[config.mk]
export PLATFORM = sky130hd
export DESIGN_NAME = reg_write_arbiter
export DESIGN_NICKNAME = d
export VERILOG_FILES = /design/src/rtl/reg_arb_pkg.sv /design/src/rtl/reg_write_arbiter_rr_pick.sv /design/src/rtl/reg_write_arbiter.sv
export SDC_FILE = /design/constraint.sdc
export NUM_CORES = 1
export LEC_CHECK = 0
export CORE_MARGIN = 1.5
export CORE_UTILIZATION = 34
export CTS_BUF_LIST = sky130_fd_sc_hd__clkbuf_4 sky130_fd_sc_hd__clkbuf_8 sky130_fd_sc_hd__clkbuf_16
export DETAILED_ROUTE_END_ITERATION = 10
export GPL_TIMING_DRIVEN = 0
export PLACE_DENSITY = 0.77
export SLEW_MARGIN = 10
export SYNTH_ARGS = -nofsm -noshare
export SYNTH_HDL_FRONTEND = slang
export SYNTH_SLANG_ARGS = --single-unit
[constraint.sdc]
create_clock -name clk -period 1.5 [get_ports clk]
set_input_delay 0.15 -clock clk [delete_from_list [all_inputs] [get_ports clk]]
set_output_delay 0.15 -clock clk [all_outputs]
set_load 0.02 [all_outputs]
[src/rtl/reg_arb_pkg.sv]
// Shared definitions for the register write arbiter and its users.
package reg_arb_pkg;

    localparam int WORD_SIZE_DEF = 8;
    localparam int NUM_REQ_DEF   = 4;

    typedef enum logic [1:0] {
        ST_IDLE = 2'd0,
        ST_LOAD = 2'd1,
        ST_ACK  = 2'd2,
        ST_CLR  = 2'd3
    } arb_state_e;

endpackage

[src/rtl/reg_write_arbiter_rr_pick.sv]
// Combinational round-robin picker: first asserted request at or after ptr, wrapping.
module rr_pick #(
    parameter int NUM_REQ = 4,
    parameter int IDX_W   = 2
) (
    input  logic [NUM_REQ-1:0] req,
    input  logic [IDX_W-1:0]   ptr,
    output logic [IDX_W-1:0]   winner,
    output logic               valid
);

    localparam logic [IDX_W:0] N_W = (IDX_W+1)'(NUM_REQ);

    always_comb begin
        logic [IDX_W:0] sum;
        winner = '0;
        valid  = 1'b0;
        sum    = '0;
        // Scan from the farthest offset down so the closest one to ptr wins last.
        for (int i = NUM_REQ - 1; i >= 0; i--) begin
            sum = {1'b0, ptr} + (IDX_W+1)'(i);
            if (sum >= N_W) begin
                sum = sum - N_W;
            end
            if (req[sum[IDX_W-1:0]]) begin
                winner = sum[IDX_W-1:0];
                valid  = 1'b1;
            end
        end
    end

endmodule

[src/rtl/reg_write_arbiter.sv]
// Round-robin arbiter sharing one register write port; clear requests take priority.
module reg_write_arbiter
    import reg_arb_pkg::*;
#(
    parameter int word_size = WORD_SIZE_DEF,
    parameter int NUM_REQ   = NUM_REQ_DEF,
    parameter int IDX_W     = 2
) (
    input  logic                         clk,
    input  logic                         rst,
    input  logic [NUM_REQ-1:0]           req,
    input  logic [NUM_REQ*word_size-1:0] req_data,
    input  logic                         clr,
    output logic [NUM_REQ-1:0]           gnt,
    output logic [word_size-1:0]         reg_d_in,
    output logic                         reg_load,
    output logic                         reg_clr,
    output logic                         busy,
    output logic [IDX_W-1:0]             last_owner
);

    arb_state_e             state_q, state_d;
    logic [IDX_W-1:0]       ptr_q, ptr_d;
    logic [IDX_W-1:0]       win_q, win_d;
    logic [IDX_W-1:0]       last_owner_q, last_owner_d;
    logic                   clr_pend_q, clr_pend_d;
    logic [word_size-1:0]   data_q, data_d;

    logic [IDX_W-1:0]       pick_idx;
    logic                   pick_vld;
    logic [word_size-1:0]   sel_data;

    rr_pick #(
        .NUM_REQ (NUM_REQ),
        .IDX_W   (IDX_W)
    ) u_pick (
        .req    (req),
        .ptr    (ptr_q),
        .winner (pick_idx),
        .valid  (pick_vld)
    );

    always_comb begin
        sel_data = '0;
        for (int i = 0; i < NUM_REQ; i++) begin
            if (pick_idx == IDX_W'(i)) begin
                sel_data = req_data[i*word_size +: word_size];
            end
        end
    end

    always_comb begin
        state_d      = state_q;
        ptr_d        = ptr_q;
        win_d        = win_q;
        last_owner_d = last_owner_q;
        data_d       = data_q;
        clr_pend_d   = clr_pend_q | clr;
        case (state_q)
            ST_IDLE: begin
                if (clr_pend_q || clr) begin
                    state_d    = ST_CLR;
                    clr_pend_d = 1'b0;
                end else if (pick_vld) begin
                    win_d   = pick_idx;
                    data_d  = sel_data;
                    state_d = ST_LOAD;
                end
            end
            ST_LOAD: state_d = ST_ACK;
            ST_ACK: begin
                last_owner_d = win_q;
                ptr_d        = (win_q == IDX_W'(NUM_REQ - 1)) ? '0 : win_q + IDX_W'(1);
                state_d      = ST_IDLE;
            end
            ST_CLR:  state_d = ST_IDLE;
            default: state_d = ST_IDLE;
        endcase
    end

    // Outputs decode from registered state only, so req/clr never reach them combinationally.
    always_comb begin
        gnt = '0;
        if (state_q == ST_ACK) begin
            gnt[win_q] = 1'b1;
        end
    end

    assign reg_load   = (state_q == ST_LOAD);
    assign reg_clr    = (state_q == ST_CLR);
    assign busy       = (state_q != ST_IDLE);
    assign reg_d_in   = data_q;
    assign last_owner = last_owner_q;

    always_ff @(posedge clk) begin
        if (rst) begin
            state_q      <= ST_IDLE;
            ptr_q        <= '0;
            win_q        <= '0;
            last_owner_q <= '0;
            clr_pend_q   <= 1'b0;
            data_q       <= '0;
        end else begin
            state_q      <= state_d;
            ptr_q        <= ptr_d;
            win_q        <= win_d;
            last_owner_q <= last_owner_d;
            clr_pend_q   <= clr_pend_d;
            data_q       <= data_d;
        end
    end

endmodule

==> results.cfg <==
[routing]
vias_per_cell = 5.06
num_vias = 1027
routed_wl_mm = 2.86
ant_nets = 0
drtIter0Drc = 32
wl_per_cell_um = 14.1
drtPass1Iterations = 4
drc = 0

[pwr]
p_int_uw = 876
sequentialPowerShare_pct = 41.4
clkPwrFrac_pct = 20.7
p_comb_share_pct = 37.8
power_switching_uw = 370
switching_share_pct = 29.7
power.leakage_nw = 0.694
p_total_mw = 1.25
irDropWorstVdd_uv = 719
powerDensity_mw_per_mm2 = 703

[grt]
grt_pass1_wl_mm = 4.39
grt_pass1_vias = 1010
grt_overflow = 0
track_usage_pct = 17.3
antenna_found_initial = 0
grt_max_degree = 11

[timing]
worst_slack_ns = -0.0320
whs_ns = 0.419
setup_viol = 4
fin_crit_ns = 1.53
slew_violations = 0
max_freq_mhz = 653
relSlewSlack_pct = 73.2
finalHoldViolCount = 0
fin_skew_ns = 0.000454
worst_pin_slew_ns = 0.403
grt_setup_unrepaired = true
period_share_pct = 102
setup_tns_ns = -0.0793

[setup_path]
crit_path_end_kind = flop
required_ns = 1.66
critPathMaxStageDelay_ns = 0.60
crit_slowest_cell = clkdlybuf4s50_1
startpoint_type = primary input
arrival_ns = 1.69
cp_max_fo = 5
timing.rr.start = ptr_q[1]
worstPathCellList = clkdlybuf4s50_1, o21ai_2, a21oi_4, clkbuf_16, mux2i_1, o221ai_1
critPathKind = in -> reg
critPathLaunch = req[2]

[floorplanning]
pin_count = 56
dieArea_mm2 = 0.00329
fp.dieH_um = 57.3
die_w_um = 57.3
core_area_mm2 = 0.00278
rows = 19
initial_core_util_pct = 36.1

[logic_synthesis]
syn-cell-area_mm2 = 0.00100
synth-seq-cells = 17
yosysWarnings = 0
synthArstFlopShare_pct = 0
syn-num-nets = 150
synth-main-ff-cell = dfxtp_1
synth_area_per_cell_um2 = 9.38
netlist_instances = 107
ys_types = 23
synth_edf_count = 0
yosysSeqAreaShare_pct = 33.9

[run_status]
violations = setup timing
status = finished, violations left

[cts]
cts_buffers = 3
cts_buffer_depth = 2
clock_latency_ns = 0.29
cts_root_buffer = clkbuf_4
cts.sinks = 17
cts_hold_buf = 0
tritoncts = yes
cts.clk_slew.worst_paths_ns = 0.09
htreeDepth = 1

[finish]
drive_above_1_share_pct = 22.7
fin_util_pct = 63.7
num_antenna_cells = 0
area_growth_pct = 76.6
final_nets = 216
fillers = 241

[job]
drv_cap = 0

[place]
place.port_buffers = 55
globalplace.congestion = 0.671
hpwlAfterDp_mm = 2.24

[min_path]
hp-class = in -> reg
hold_start = req[1]
[worst paths after layout]
kind | endpoint | slack (ns) | cells after the start
max | reg_d_in[4] | -0.03 | 6
min | state_q[0] | 0.42 | 3
min reg2reg | state_q[1] | 0.47 | 1
max reg2reg | reg_d_in[4] | -0.02 | 6
[cells in the final DEF, fill, tap and decap left out, types with 4 or more instances in the layout]
cell             count
a21oi_1              5
and2_1               5
buf_4                5
clkbuf_4             4
clkdlybuf4s50_1     45
dfxtp_1             11
dfxtp_2              4
dlygate4sd2_1        5
ha_1                 4
mux2i_1             16
nand2_1              6
nand3b_1             9
nor2_1               5
nor3_1               4
o221ai_1             7
[worst max-delay path, delay by kind of cell]
kind / cells / cell delay, ns
AOI/OAI and AO/OA: 3 / 0.54
muxes: 1 / 0.19
buffers and inverters: 2 / 0.81
[flip-flops by register name (all words and copies together), names as in the netlist]
| signal | count |
|---|---|
| reg_d_in | 8 |
| last_owner | 2 |
| ptr_q | 2 |
| state_q | 2 |
| win_q | 2 |
| clr_pend_q | 1 |
[logic make-up after synthesis]
group,share of synthesized area (%)
mux,18.0
compound gates,16.5
buf+inv,5.61
fa+ha+maj,4.99
simple gates,21.1
flops,33.9
[through the flow]
stage	setup WS, ns	area (um^2)	instances
6_report	-0.0320	1770	203
3_3_place_gp	-0.421	1590	193
2_1_floorplan	0.0514	1000	107
5_1_grt	-0.0822	1770	203
4_1_cts	0.00473	1680	198
3_5_place_dp	-0.494	1590	193
[area by class of cell]
class	count	area [um^2]	share of cell area [%]
multi-input cells	80	671	37.9
repair buffers	61	614	34.7
flip-flops and latches	17	353	19.9
plain buffers	4	42.5	2.40
well taps	31	38.8	2.19
clock buffers	4	30.0	1.69
inverters	6	22.5	1.27
[timing repair]
action                                  CTS  global route
endpoints found under the setup margin   17            14
pin swaps                                 2             7
resized for setup                        32            14
gates cloned                              0             1
setup buffers                             1             4
[power by group through the flow]
stage                     Sequential (mW)  Combinational [mW]  Clock, mW
after floorplan                     0.547               0.187          0
after global placement              0.523               0.409          0
after detailed placement            0.525               0.419          0
after CTS                           0.517               0.435      0.270
after global routing                0.522               0.503      0.293
final                               0.516               0.471      0.258
[cell usage after synthesis (2+ instances only)]
library cell | instances | area, um^2
nand2b_1 | 4 | 25.0
ha_1 | 4 | 50.1
dfxtp_1 | 17 | 340
nand2_1 | 7 | 26.3
nand3b_1 | 9 | 67.6
a21oi_1 | 6 | 30.0
buf_2 | 2 | 10.0
o221ai_1 | 8 | 70.1
and2_1 | 5 | 31.3
nor2b_1 | 2 | 12.5
mux2i_1 | 18 | 180
nor3_1 | 4 | 20.0
nor2_1 | 6 | 22.5
inv_1 | 6 | 22.5
[per-layer routing]
metal	track usage [%]	wire (um)	vias to the layer above	part of all wire, %
li1	-	-	522	-
met1	20.7	1250	473	44
met2	30.5	1470	28	51
met3	3.63	103	4	3.6
met4	6.31	42	0	1.5
met5	0	0	-	0
Power figures use the tool's default switching activity.
